File: config.mk
export PLATFORM = sky130hd
export DESIGN_NAME = ddr_in_deser
export DESIGN_NICKNAME = d
export VERILOG_FILES = /design/src/rtl/ddr_in_deser.sv
export SDC_FILE = /design/constraint.sdc
export NUM_CORES = 1
export LEC_CHECK = 0
export ABC_CLOCK_PERIOD_IN_PS = 1800
export CAP_MARGIN = 20
export CORE_MARGIN = 3
export CORE_UTILIZATION = 35
export DETAILED_ROUTE_END_ITERATION = 8
export HOLD_SLACK_MARGIN = 0.08
export SLEW_MARGIN = 20
export SYNTH_ARGS = -nofsm -noshare
export SYNTH_HDL_FRONTEND = slang
export SYNTH_SLANG_ARGS = --single-unit
File: constraint.sdc
create_clock -name clk -period 1.8 [get_ports clk]
set_input_delay 0.36 -clock clk [delete_from_list [all_inputs] [get_ports clk]]
set_output_delay 0.36 -clock clk [all_outputs]
set_load 0.1 [all_outputs]
File: src/rtl/ddr_in_deser.sv
// DDR pad capture on both clk edges, deserialised into W-bit words.
// Word boundary alignment is adjustable one bit at a time via bitslip.
module ddr_in_deser #(
  parameter int W = 8
) (
  input  logic         clk,
  input  logic         rst_n,
  input  logic         d,
  input  logic         en,
  input  logic         bitslip,
  output logic         q_rise,
  output logic         q_fall,
  output logic [W-1:0] word,
  output logic         word_vld
);

  localparam int CW = (W / 2 > 1) ? $clog2(W / 2) : 1;
  localparam logic [CW-1:0] LAST = CW'(W / 2 - 1);

  logic          fall_q;
  logic          rise_q;
  logic          qr_q;
  logic          qf_q;
  logic [W-2:0]  sr_q, sr_d;
  logic [CW-1:0] cnt_q, cnt_d;
  logic          p_q, p_d;
  logic          stall_q, stall_d;
  logic          vld_q, vld_d;
  logic [W-1:0]  word_q, word_d;
  logic [W-1:0]  sel;
  logic          wrap;

  // Generic fabric capture; swap for the vendor DDR input cell on FPGA.
  always_ff @(negedge clk or negedge rst_n) begin
    if (!rst_n) fall_q <= 1'b0;
    else        fall_q <= d;
  end

  always_ff @(posedge clk or negedge rst_n) begin
    if (!rst_n) begin
      rise_q  <= 1'b0;
      qr_q    <= 1'b0;
      qf_q    <= 1'b0;
      sr_q    <= '0;
      cnt_q   <= '0;
      p_q     <= 1'b0;
      stall_q <= 1'b0;
      vld_q   <= 1'b0;
      word_q  <= '0;
    end else begin
      rise_q  <= d;
      qr_q    <= rise_q;
      qf_q    <= fall_q;
      sr_q    <= sr_d;
      cnt_q   <= cnt_d;
      p_q     <= p_d;
      stall_q <= stall_d;
      vld_q   <= vld_d;
      word_q  <= word_d;
    end
  end

  assign sr_d = {sr_q[W-4:0], qr_q, qf_q};
  assign wrap = en && !stall_q && (cnt_q == LAST);
  assign sel  = p_q ? {sr_q[W-2:0], qr_q}
                    : {sr_q[W-3:0], qr_q, qf_q};

  // A 0->1 slip pushes the boundary into the next pair: hold cnt once.
  always_comb begin
    cnt_d   = cnt_q;
    p_d     = p_q;
    stall_d = stall_q;
    vld_d   = 1'b0;
    word_d  = word_q;
    if (!en) begin
      cnt_d   = '0;
      stall_d = 1'b0;
    end else begin
      stall_d = 1'b0;
      if (!stall_q) cnt_d = wrap ? '0 : cnt_q + CW'(1);
      if (wrap) begin
        word_d = sel;
        vld_d  = 1'b1;
      end
      if (bitslip) begin
        p_d     = !p_q;
        stall_d = !p_q;
      end
    end
  end

  assign q_rise   = qr_q;
  assign q_fall   = qf_q;
  assign word     = word_q;
  assign word_vld = vld_q;

endmodule

==> results by group, run 1 <==
Final layout
  • Synth-to-Final Area Change: 36.0%
  • N_diodes: 0
  • Ratio of cells with drive above 1 in the final layout: 46.5%
  • Post-layout util: 52.7%
  • Layout Nets: 78
  • Final cell count without fillers: 99
  • Leading cell types in the layout, fill and taps excluded: dfrtp_1 (23), buf_12 (12), mux2_2 (8), mux2_4 (8), clkdlybuf4s50_1 (4)
  • Commonest non-fill, non-tap cell in the layout: dfrtp_1
  • Cell area after layout: 1230 µm²

Die
  • Die footprint: 3230 µm²
  • Initial Util: 38.7%
  • Core area: 2340 µm²
  • Boundary pin count: 16
  • Die W: 56.9 µm
  • Core Rows: 17
  • Die height: 56.9 µm

Synth
  • Synth area leaders: dfrtp_1 (64%), mux2_4 (13%), mux2_2 (9.9%)
  • #FFs+latches synth: 24
  • Mapped Cells: 52
  • Synth Net Count: 58
  • Synth Cell Area: 906 µm²
  • Sequential fraction of the synthesis area: 66.3%
  • Synth top area share: 63.5%
  • Distinct cell type count after synthesis: 14
  • Syn avg cell area: 17.4 µm²
  • Synth warn: 0
  • Area leader, netlist: dfrtp_1

Worst hold path
  • Hold Path Class: reg -> reg

Worst setup path
  • CP Launch Point: d
  • Worst EP required: 1050 ps
  • Reg2Reg Depth: 4
  • Reg2reg end: word[0]
  • CP top delay family: buffers and inverters
  • CP endpoint kind: flip-flop
  • Crit-path max FO: 2
  • Crit Path Category: in -> reg
  • Crit path capture: fall_q
  • Worst path arrival time: 770 ps
  • Reg-to-reg setup timing slack: 430 ps
  • Worst path bufs/invs: 1
  • Worst setup SP type: input port
  • WP depth: 1
  • Worst path slowest cell: clkdlybuf4s50_1
  • Worst-path cell chain: clkdlybuf4s50_1
  • CP peak stage delay: 410 ps
  • R2R Path Start: cnt_q[0]

STA
  • RSZ-0062 raised after global routing: false
  • Clock skew: 3.73 ps
  • Final setup vio count: 0
  • Final hold violation count: 0
  • Slew @ Worst Pin: 388 ps
  • Max_slew headroom: 74.1%
  • Slew Limit Fails: 0

Global route
  • Total grt overflow: 0
  • Initial antenna violation count: 0
  • Global-route wire length before repair: 2390 µm
  • GRT Util Overall: 9.81%
  • Vias in the first global route: 498
  • Largest net degree at the start of global routing: 24

Place
  • Placed Area: 1210 µm²
  • Dpl cells: 95
  • RD Place Congestion: 0.681
  • Post-DP HPWL: 943 µm
  • PortBufs: 15

Route
  • Post-DRT Antenna Nets: 0
  • Initial DRC count: 11
  • Drt pass-1 iters: 3
  • Residual DRC: 0
  • DR vias/cell: 4.72
  • Routed WL per cell: 13.4 µm
  • DR vias: 467
  • Post-Route WL: 1320 µm

Clocking
  • CTS root buf: clkbuf_4
  • Post-CTS Setup Bufs: 0
  • H-tree depth: 1
  • # hold bufs at CTS: 0
  • CTS tree: yes
  • CTS Buffer Depth: 2
  • CTS clk-pin slew, worst paths: 120 ps
  • Clk Latency, worst-skew pair: 300 ps
  • CTS sink count: 24
  • Num CTS Buffers: 3
  • Post-cts sizing count: 0

Outcome
  • Outcome: completed

Job
  • Max-cap violation count: 0
## metrics by stage
stage / setup slack, ps / hold slack, ps / setup TNS (ps)
finish: 276 / 362 / 0
global route: 292 / 372 / 0
CTS: 279 / 363 / 0
detailed placement: -49.0 / 335 / -49.0
global placement: -38.2 / 332 / -38.2
floorplan: 270 / 64.4 / 0
## kinds of logic after synthesis
logic type / synth area share [%]
flops: 66.3
mux: 24.3
simple gates: 3.73
buf+inv: 2.49
compound gates: 0.829
xor+xnor: 0.967
fa+ha+maj: 1.38
## layout make-up
class / instances / area, µm²
tap: 28 / 35.0
fill: 202 / 1110
sequential: 24 / 601
timing repair buffer: 17 / 288
multi-input combinational: 26 / 283
clock buffer: 4 / 26.3
## routing by layer
metal	GRT usage, %	wire length (µm)	vias to the layer above
met4	2.98	19	0
met1	14.1	605	231
met3	5.06	97	2
met5	0	0	-
li1	-	-	218
met2	12.7	599	16
## cells in the mapped netlist
master / n
or3_2: 1
a21boi_0: 1
nand2_1: 2
mux2_2: 8
xnor2_1: 1
dfrtp_1: 23
nor2_1: 1
dfrtn_1: 1
and3b_1: 1
buf_6: 2
ha_1: 1
nor2b_1: 1
mux2_4: 8
mux2i_1: 1
## flip-flops by register name, indices dropped and copies added (netlist names)
| register | count |
|---|---|
| word | 8 |
| sr_q | 7 |
| cnt_q | 2 |
| fall_q | 1 |
| p_q | 1 |
| q_fall | 1 |
| q_rise | 1 |
| rise_q | 1 |
| stall_q | 1 |
| word_vld | 1 |
## worst min-delay path by stage
stage / from / endpoint / slack [ps] / cells past startpoint
2_1_floorplan: rst_n / cnt_q[0] / 60 / 0
3_3_place_gp: rise_q / q_rise / 330 / 0
3_5_place_dp: rise_q / q_rise / 330 / 0
4_1_cts: rise_q / q_rise / 360 / 0
5_1_grt: rise_q / q_rise / 370 / 0
6_report: rise_q / q_rise / 360 / 0
Power of run 1 is left out: the tool's default activity adds up to more than one toggle a clock period on the data nets, which glitch-free logic cannot reach.
==> inputs of run 2 (changes only) <==
ABC_CLOCK_PERIOD_IN_PS = 1500   (was 1800)
clock period = 1.5 ns   (was 1.8 ns; I/O delays follow)
==> results by group, run 2 (synthesis gave the netlist of run 1 again) <==
Die
  • Die height: 56.9 µm (unchanged)
  • Core area: 2340 µm² (unchanged)
  • Initial Util: 38.7% (unchanged)
  • Core Rows: 17 (unchanged)
  • Die footprint: 3230 µm² (unchanged)
  • Die W: 56.9 µm (unchanged)
  • Boundary pin count: 16 (unchanged)

STA
  • Final setup vio count: 0 (unchanged)
  • Final hold violation count: 0 (unchanged)
  • RSZ-0062 raised after global routing: false (unchanged)
  • Crit share post-route: 91.3%
  • Max_slew headroom: 74.7% (was 74.1%)
  • Min cycle time layout: 1370 ps
  • Slew @ Worst Pin: 380 ps (was 388 ps)
  • Slew Limit Fails: 0 (unchanged)
  • Fmax: 0.730 GHz
  • Final hold slack: 361 ps (was 362 ps)
  • Final worst slack: 131 ps (was 276 ps)
  • Clock skew: 4.94 ps (was 3.73 ps)

Final layout
  • Leading cell types in the layout, fill and taps excluded: dfrtp_1 (21), buf_12 (12), mux2_2 (8), mux2_4 (8), clkdlybuf4s50_1 (4) (was dfrtp_1 (23), buf_12 (12), mux2_2 (8), mux2_4 (8), clkdlybuf4s50_1 (4))
  • Commonest non-fill, non-tap cell in the layout: dfrtp_1 (unchanged)
  • Synth-to-Final Area Change: 37.2% (was 36.0%)
  • Number of flip-flops in the largest register: 8 (unchanged)
  • Ratio of cells with drive above 1 in the final layout: 50.0% (was 46.5%)
  • Post-layout util: 53.1% (was 52.7%)
  • Layout Nets: 79 (was 78)
  • Fillers: 210 (was 202)
  • N_diodes: 0 (unchanged)

Worst setup path
  • R2R Path Start: cnt_q[0] (unchanged)
  • CP Launch Point: cnt_q[0] (was d)
  • CP endpoint kind: flip-flop (unchanged)
  • Crit-path max FO: 9 (was 2)
  • Crit Path Category: reg -> reg (was in -> reg)
  • Worst path arrival time: 1570 ps (was 770 ps)
  • Worst setup SP type: flip-flop (was input port)
  • Worst EP required: 1700 ps (was 1050 ps)

Route
  • Routed WL per cell: 13.0 µm (was 13.4 µm)
  • Drt pass-1 iters: 2 (was 3)
  • Residual DRC: 0 (unchanged)
  • DR vias: 456 (was 467)
  • Post-Route WL: 1300 µm (was 1320 µm)
  • Post-DRT Antenna Nets: 0 (unchanged)
  • Initial DRC count: 3 (was 11)
  • DR vias/cell: 4.56 (was 4.72)

Global route
  • Initial antenna violation count: 0 (unchanged)
  • GRT Util Overall: 9.68% (was 9.81%)
  • Largest net degree at the start of global routing: 24 (unchanged)
  • Total grt overflow: 0 (unchanged)
  • Vias in the first global route: 491 (was 498)
  • Global-route wire length before repair: 2360 µm (was 2390 µm)

Worst hold path
  • Hold_sp: rise_q (unchanged)
  • Hold Path Class: reg -> reg (unchanged)

Clocking
  • CTS root buf: clkbuf_4 (unchanged)
  • H-tree depth: 1 (unchanged)
  • Num CTS Buffers: 3 (unchanged)
  • CTS Buffer Depth: 2 (unchanged)
  • # hold bufs at CTS: 0 (unchanged)
  • CTS clk-pin slew, worst paths: 120 ps (about the same)
  • CTS tree: yes (unchanged)
  • Clk Latency, worst-skew pair: 300 ps (about the same)
  • CTS sink count: 24 (unchanged)
  • Post-CTS Setup Bufs: 0 (unchanged)
  • Post-cts sizing count: 0 (unchanged)

Place
  • PortBufs: 15 (unchanged)
  • Pre-CTS WS: -139 ps (was -49.0 ps)
  • RD Place Congestion: 0.717 (was 0.681)

Job
  • Max-cap violation count: 0 (unchanged)

Outcome
  • Outcome: completed (unchanged)
## run 2: cell count changes in the layout (fill, tap and decap cells not counted), sizes merged
cell | before | now
buf | 13 | 14
## run 2: final timing paths
kind,depth (start not counted),slack (ps),to
min in group asynchronous,2,410,cnt_q[0]
max reg2reg,4,130,word[1]
max,4,130,word[1]
min reg2reg,0,360,q_rise
max in group asynchronous,1,540,fall_q
min,0,360,q_rise
## run 2: cell type report
cell class                      instances  area, µm²  area share (%)
Clock buffer                            4       26.3            2.11
Multi-Input combinational cell         26        283            22.8
Sequential cell                        24        603            48.5
Tap cell                               28       35.0            2.82
Timing Repair Buffer                   18        295            23.8
## run 2: metrics by stage
stage               std cells  setup TNS [ps]  instance area [µm²]
detailed placement         96            -627                 1220
CTS                       100               0                 1240
floorplan                  52               0                  908
global placement           96            -568                 1220
global route              100               0                 1240
finish                    100               0                 1240
## run 2: critical path: stages, from the launching register on
cell and delay (ps):
dfrtp_1 420, ha_1 210, and3b_1 190, buf_12 150, mux2_4 290
## run 2: metal layers
metal | part of all wire (%) | global-route usage (%)
met5 | 0 | 0
met4 | 0 | 1.99
met3 | 6.7 | 4.83
met2 | 46 | 13.4
met1 | 47 | 13.7
Power of run 2 is left out for the same reason.
